$ cat src/rtl/i2s_pkg.sv
// Shared I2S audio-path definitions: sample width, frame length and feeder FSM states.
package i2s_pkg;
  localparam int SAMPLE_W   = 16;
  localparam int FRAME_CLKS = 64;

  typedef enum logic [1:0] {IDLE, PRIME, RUN} feeder_state_t;
endpackage

$ cat src/rtl/sample_fifo.sv
// Synchronous FIFO with combinational head read; pointers carry an extra wrap bit.
module sample_fifo #(
  parameter int WIDTH = 32,
  parameter int DEPTH = 8
) (
  input  logic                     clk,
  input  logic                     reset,
  input  logic                     push,
  input  logic                     pop,
  input  logic [WIDTH-1:0]         din,
  output logic [WIDTH-1:0]         dout,
  output logic                     full,
  output logic                     empty,
  output logic [$clog2(DEPTH):0]   count
);
  localparam int AW = $clog2(DEPTH);

  logic [WIDTH-1:0] mem [DEPTH];
  logic [AW:0]      wr_ptr;
  logic [AW:0]      rd_ptr;

  // Storage has no reset; contents are meaningless while the pointers say empty.
  always_ff @(posedge clk) begin
    if (push && !full) mem[wr_ptr[AW-1:0]] <= din;
  end

  always_ff @(posedge clk or posedge reset) begin
    if (reset) begin
      wr_ptr <= '0;
      rd_ptr <= '0;
    end else begin
      if (push && !full) wr_ptr <= wr_ptr + 1'b1;
      if (pop && !empty) rd_ptr <= rd_ptr + 1'b1;
    end
  end

  assign full  = (wr_ptr[AW] != rd_ptr[AW]) && (wr_ptr[AW-1:0] == rd_ptr[AW-1:0]);
  assign empty = (wr_ptr == rd_ptr);
  assign count = wr_ptr - rd_ptr;
  assign dout  = mem[rd_ptr[AW-1:0]];
endmodule

$ cat src/rtl/i2s_sample_feeder.sv
// Buffers stereo sample pairs and hands one pair per frame to the I2S transmitter,
// counting frames where the buffer had nothing to give.
module i2s_sample_feeder
  import i2s_pkg::*;
#(
  parameter int DEPTH       = 8,
  parameter int FRAME_DIV   = FRAME_CLKS,
  parameter int PRIME_LEVEL = 4
) (
  input  logic                   clk,
  input  logic                   reset,
  input  logic                   enable,
  input  logic                   in_valid,
  output logic                   in_ready,
  input  logic [SAMPLE_W-1:0]    in_left,
  input  logic [SAMPLE_W-1:0]    in_right,
  output logic [SAMPLE_W-1:0]    sample_left,
  output logic [SAMPLE_W-1:0]    sample_right,
  output logic                   send,
  output logic [$clog2(DEPTH):0] fill,
  output logic                   running,
  output logic [7:0]             underrun_cnt
);
  localparam int FW = $clog2(DEPTH) + 1;
  localparam int CW = $clog2(FRAME_DIV);

  feeder_state_t             state;
  logic [CW-1:0]             frame_cnt;
  logic                      tick_d;
  logic                      tick;
  logic                      push;
  logic                      pop;
  logic                      full;
  logic                      empty;
  logic [2*SAMPLE_W-1:0]     head;

  // Full comes straight from the pointer registers, so a same-cycle pop never frees a slot.
  assign in_ready = !full;
  assign push     = in_valid && in_ready;
  assign tick     = (state == RUN) && enable && (frame_cnt == CW'(FRAME_DIV - 1));
  assign pop      = tick && !empty;
  assign running  = (state == RUN);

  sample_fifo #(
    .WIDTH (2 * SAMPLE_W),
    .DEPTH (DEPTH)
  ) u_fifo (
    .clk   (clk),
    .reset (reset),
    .push  (push),
    .pop   (pop),
    .din   ({in_left, in_right}),
    .dout  (head),
    .full  (full),
    .empty (empty),
    .count (fill)
  );

  always_ff @(posedge clk or posedge reset) begin
    if (reset) begin
      state        <= IDLE;
      frame_cnt    <= '0;
      tick_d       <= 1'b0;
      send         <= 1'b0;
      sample_left  <= '0;
      sample_right <= '0;
      underrun_cnt <= '0;
    end else begin
      // Samples land on the tick edge; the strobe follows one cycle later.
      tick_d <= tick;
      send   <= tick_d;

      case (state)
        IDLE: begin
          frame_cnt <= '0;
          if (enable) state <= PRIME;
        end
        PRIME: begin
          frame_cnt <= '0;
          if (!enable) state <= IDLE;
          else if (fill >= FW'(PRIME_LEVEL)) state <= RUN;
        end
        RUN: begin
          if (!enable) begin
            state     <= IDLE;
            frame_cnt <= '0;
          end else begin
            frame_cnt <= tick ? '0 : frame_cnt + 1'b1;
          end
        end
        default: begin
          state     <= IDLE;
          frame_cnt <= '0;
        end
      endcase

      if (tick) begin
        if (!empty) begin
          sample_left  <= head[2*SAMPLE_W-1:SAMPLE_W];
          sample_right <= head[SAMPLE_W-1:0];
        end else begin
          sample_left  <= '0;
          sample_right <= '0;
          if (underrun_cnt != 8'hFF) underrun_cnt <= underrun_cnt + 1'b1;
        end
      end
    end
  end
endmodule

$ cat config.mk
export PLATFORM = sky130hd
export DESIGN_NAME = i2s_sample_feeder
export DESIGN_NICKNAME = d
export VERILOG_FILES = /design/src/rtl/i2s_pkg.sv /design/src/rtl/sample_fifo.sv /design/src/rtl/i2s_sample_feeder.sv
export SDC_FILE = /design/constraint.sdc
export NUM_CORES = 1
export LEC_CHECK = 0
export ABC_AREA = 1
export ABC_CLOCK_PERIOD_IN_PS = 5290
export BUFFER_PORTS_ARGS = -buffer_cell sky130_fd_sc_hd__buf_4
export CORE_ASPECT_RATIO = 1.1
export CORE_MARGIN = 2
export CORE_UTILIZATION = 55
export CTS_CLUSTER_DIAMETER = 60
export CTS_CLUSTER_SIZE = 10
export DETAILED_ROUTE_END_ITERATION = 8
export GPL_ROUTABILITY_DRIVEN = 0
export MAX_ROUTING_LAYER = met4
export PLACE_DENSITY = 0.73
export REMOVE_ABC_BUFFERS = 1
export SLEW_MARGIN = 20
export SYNTH_ARGS = -nofsm -noshare
export SYNTH_HDL_FRONTEND = slang
export SYNTH_SLANG_ARGS = --single-unit
$ cat constraint.sdc
create_clock -name clk -period 5.29 [get_ports clk]
set_clock_uncertainty 0.2 [all_clocks]
set_input_delay 1.587 -clock clk [delete_from_list [all_inputs] [get_ports clk]]
set_output_delay 1.587 -clock clk [all_outputs]
set_load 0.05 [all_outputs]
==> impl_metrics.env <==
export IMPL_cp_top_family="flip-flops"
export IMPL_placed_cell_area_sq_um=14690
export IMPL_cts_setup_buffers=0
export IMPL_hp_start="tick_d"
export IMPL_synth_area_sq_um=13780
export IMPL_grt_antenna_before_repair=0
export IMPL_layout_drive_gt1_share=0.1036
export IMPL_die_area_sq_um=26330
export IMPL_nNetsFinal=1559
export IMPL_drt_first_iter_violations=807
export IMPL_cts_made_buffers=37
export IMPL_hpwl_mm=16.27
export IMPL_core_area_sq_um=24550
export IMPL_synth_compound_gate_area_share=0.004359
export IMPL_antenna_left=0
export IMPL_synth_seq_cells=314
export IMPL_critPathCaptureType="primary output"
export IMPL_hold_viol_final=0
export IMPL_diodes=0
export IMPL_critPathBufInv=1
export IMPL_io_buffers=82
export IMPL_cts_hold_buf=0
export IMPL_drt_vias_per_instance=5.061
export IMPL_slew_violations=0
export IMPL_status="finished clean"
export IMPL_synth_xor_area_frac=0.006993
export IMPL_arrival_ns=2.50
export IMPL_p_comb_frac=0.126
export IMPL_total_leakage_power_nw=7.583
export IMPL_drc=0
export IMPL_start_util=0.5612
export IMPL_power_switching_mw=1.562
export IMPL_clk_pin_slew_ns=0.06
export IMPL_cap_viol_max_count=0
export IMPL_layout_cells_non_filler=1854
export IMPL_fin_crit_sh=0.8098
export IMPL_max_stage_delay_ns=0.75
export IMPL_rsz0062_at_grt="false"
export IMPL_ioPinCount=83
export IMPL_synth_area_per_cell_sq_um=9.601
export IMPL_synth_top_family_by_area="simple AND/OR/NAND/NOR gates"
export IMPL_synthAdderAreaFrac=0.007810
export IMPL_grt_pass1_vias=9297
export IMPL_grt_overflow=0
export IMPL_grt_max_degree=80
export IMPL_drt_total_wl_mm=29.58
export IMPL_yosysWarnings=0
export IMPL_min_path_type="reg -> reg"
export IMPL_max_freq_mhz=233.4
export IMPL_rows=60
export IMPL_crit_path_max_fanout=64
export IMPL_cp_required_ns=3.50
export IMPL_yosys_area_share_simple=0.2206
export IMPL_cp_start_kind="flip-flop"
export IMPL_root_buffer="clkbuf_16"
export IMPL_tns_ns=0
export IMPL_critPathLaunch="u_fifo.rd_ptr[0]"
export IMPL_synthCells=1435
export IMPL_tightest_slew_ns=0.9180
export IMPL_reg2reg_from="u_fifo.rd_ptr[0]"
export IMPL_design_area_sq_um=15810
export IMPL_cts_tree="built"
export IMPL_vias=9384
export IMPL_grt_pass1_wl_mm=47.71
export IMPL_clock_sinks=314
export IMPL_insertion_delay_ns=0.52
export IMPL_clkPwrFrac=0.375
export IMPL_htree_levels=2
export IMPL_path_class="reg -> out"
export IMPL_path_cells="ha_1 -> fa_1 -> xnor2_1 -> buf_4"
export IMPL_die_w_microns=154.9
export IMPL_yosysUniqueCellTypes=26
export IMPL_synthToLayoutAreaGrowth_pct=14.76
export IMPL_firstDrtPassIters=5
export IMPL_period_needed_ns=4.284
export IMPL_die_y_microns=170.0
export IMPL_track_usage=0.2395
export IMPL_drt_wirelength_per_cell_microns=15.96
export IMPL_ir_drop_mv=0.2392
export IMPL_post_cts_resized=0
export IMPL_relSlewSlack=0.3873
export IMPL_fill_cells=1878
export IMPL_seq_power_share=0.499
export IMPL_post_place_cells=1785
export IMPL_clockBufferDepth=3
export IMPL_internal_power_mw=4.565
export IMPL_cp_slowest_cell="dfrtp_4"
export IMPL_pwr_density_cell_nw_per_um2=387.6
export IMPL_switching_share=0.2550
export IMPL_ys_seq_area_frac=0.6633
export IMPL_setup_violations=0
export IMPL_synthMuxAreaShare=0
==> placed cells by master (no fill, tap or decap), types with 3 or more instances in the layout <==
master,count
clkbuf_16,39
edfxtp_1,256
ha_1,7
o21ai_0,6
nor2_2,3
xor2_1,6
xnor2_1,5
dfrtp_1,55
a21oi_1,3
inv_1,279
clkbuf_1,27
nor2_1,10
nand2_1,582
nand3_1,142
nor2_4,9
buf_4,97
==> sequential cells by signal, summed over array words and instances, names as in the netlist <==
| name | cells |
|---|---|
| frame_cnt | 6 |
| sample_left | 16 |
| sample_right | 16 |
| send | 1 |
| state | 2 |
| tick_d | 1 |
| u_fifo.mem | 256 |
| u_fifo.rd_ptr | 4 |
| u_fifo.wr_ptr | 4 |
| underrun_cnt | 8 |
==> power groups by stage <==
| stage | combinational, mW | clock (mW) | sequential, mW |
|---|---|---|---|
| 6_report | 0.770 | 2.30 | 3.06 |
| 3_5_place_dp | 0.773 | 0 | 3.11 |
| 4_1_cts | 0.777 | 2.33 | 3.06 |
| 3_3_place_gp | 0.751 | 0 | 3.10 |
| 2_1_floorplan | 0.491 | 0 | 3.10 |
| 5_1_grt | 0.863 | 2.44 | 3.08 |
==> area by class of cell <==
class	count	area [sq um]	share of cell area
well taps	310	387.9	0.02453
inverters	283	1066	0.06743
clock buffers	66	1077	0.06814
clock inverters	2	17.52	0.001108
multi-input cells	781	3361	0.2126
repair buffers	98	755.7	0.04780
flip-flops and latches	314	9145	0.5784
==> worst paths after layout <==
check                                         end  slack, ns  depth (start not counted)
max in group asynchronous         sample_right[2]       3.08                          3
worst max-delay path                      fill[2]       1.01                          4
worst max register to register  u_fifo.mem[5][11]       1.76                          7
worst min register to register               send       0.15                          0
worst min-delay path                         send       0.15                          0
min in group asynchronous            frame_cnt[0]       1.06                          2
==> synthesized netlist by cell type <==
library cell / count / area [sq um]
ha_1: 7 / 87.58
clkinv_1: 1 / 3.750
nor2_4: 2 / 22.52
fa_1: 1 / 20.02
nand4_1: 2 / 12.51
edfxtp_1: 256 / 7687
inv_1: 281 / 1055
inv_2: 1 / 3.750
nand2_1: 582 / 2185
nor2_2: 3 / 18.77
nor3_1: 1 / 5.000
dfrtp_1: 58 / 1451
clkbuf_1: 15 / 56.30
a21oi_1: 3 / 15.01
nor2_1: 17 / 63.81
xnor2_1: 5 / 43.79
xor2_1: 6 / 52.55
nand3_1: 142 / 710.7
o31ai_1: 1 / 7.510
o21ai_0: 6 / 30.03
a21boi_1: 1 / 7.510
buf_1: 5 / 18.77
buf_6: 2 / 22.52
nand2_4: 1 / 11.26
buf_2: 35 / 175.2
nand3_2: 1 / 10.01
==> kinds of logic (layout without fill, tap and decap cells) <==
| kind of cell | after synthesis | after routing |
|---|---|---|
| AO/OA/AOI/OAI | 11 | 11 |
| XOR/XNOR | 11 | 11 |
| adder cells (fa/ha/maj) | 8 | 8 |
| buffers and inverters | 340 | 449 |
| flip-flops | 314 | 314 |
| AND/OR/NAND/NOR | 751 | 751 |
==> layer usage <==
layer	GRT usage	wire, microns
met5	-	0
met4	0.07931	672
met3	0.03540	1980
met2	0.3886	14200
met1	0.3143	12730
==> through the flow <==
step	hold WS [ns]	setup WS (ns)	util	total power, mW
global placement	0.1343	1.412	0.5983	3.849
detailed placement	0.1393	1.399	0.5983	3.879
CTS	0.1518	0.9989	0.6429	6.168
global route	0.1534	0.9014	0.6440	6.385
finish	0.1519	1.006	0.6440	6.128
floorplan	0.1312	-1.213	-	3.591
No activity file was read; power rests on OpenSTA's default activity.
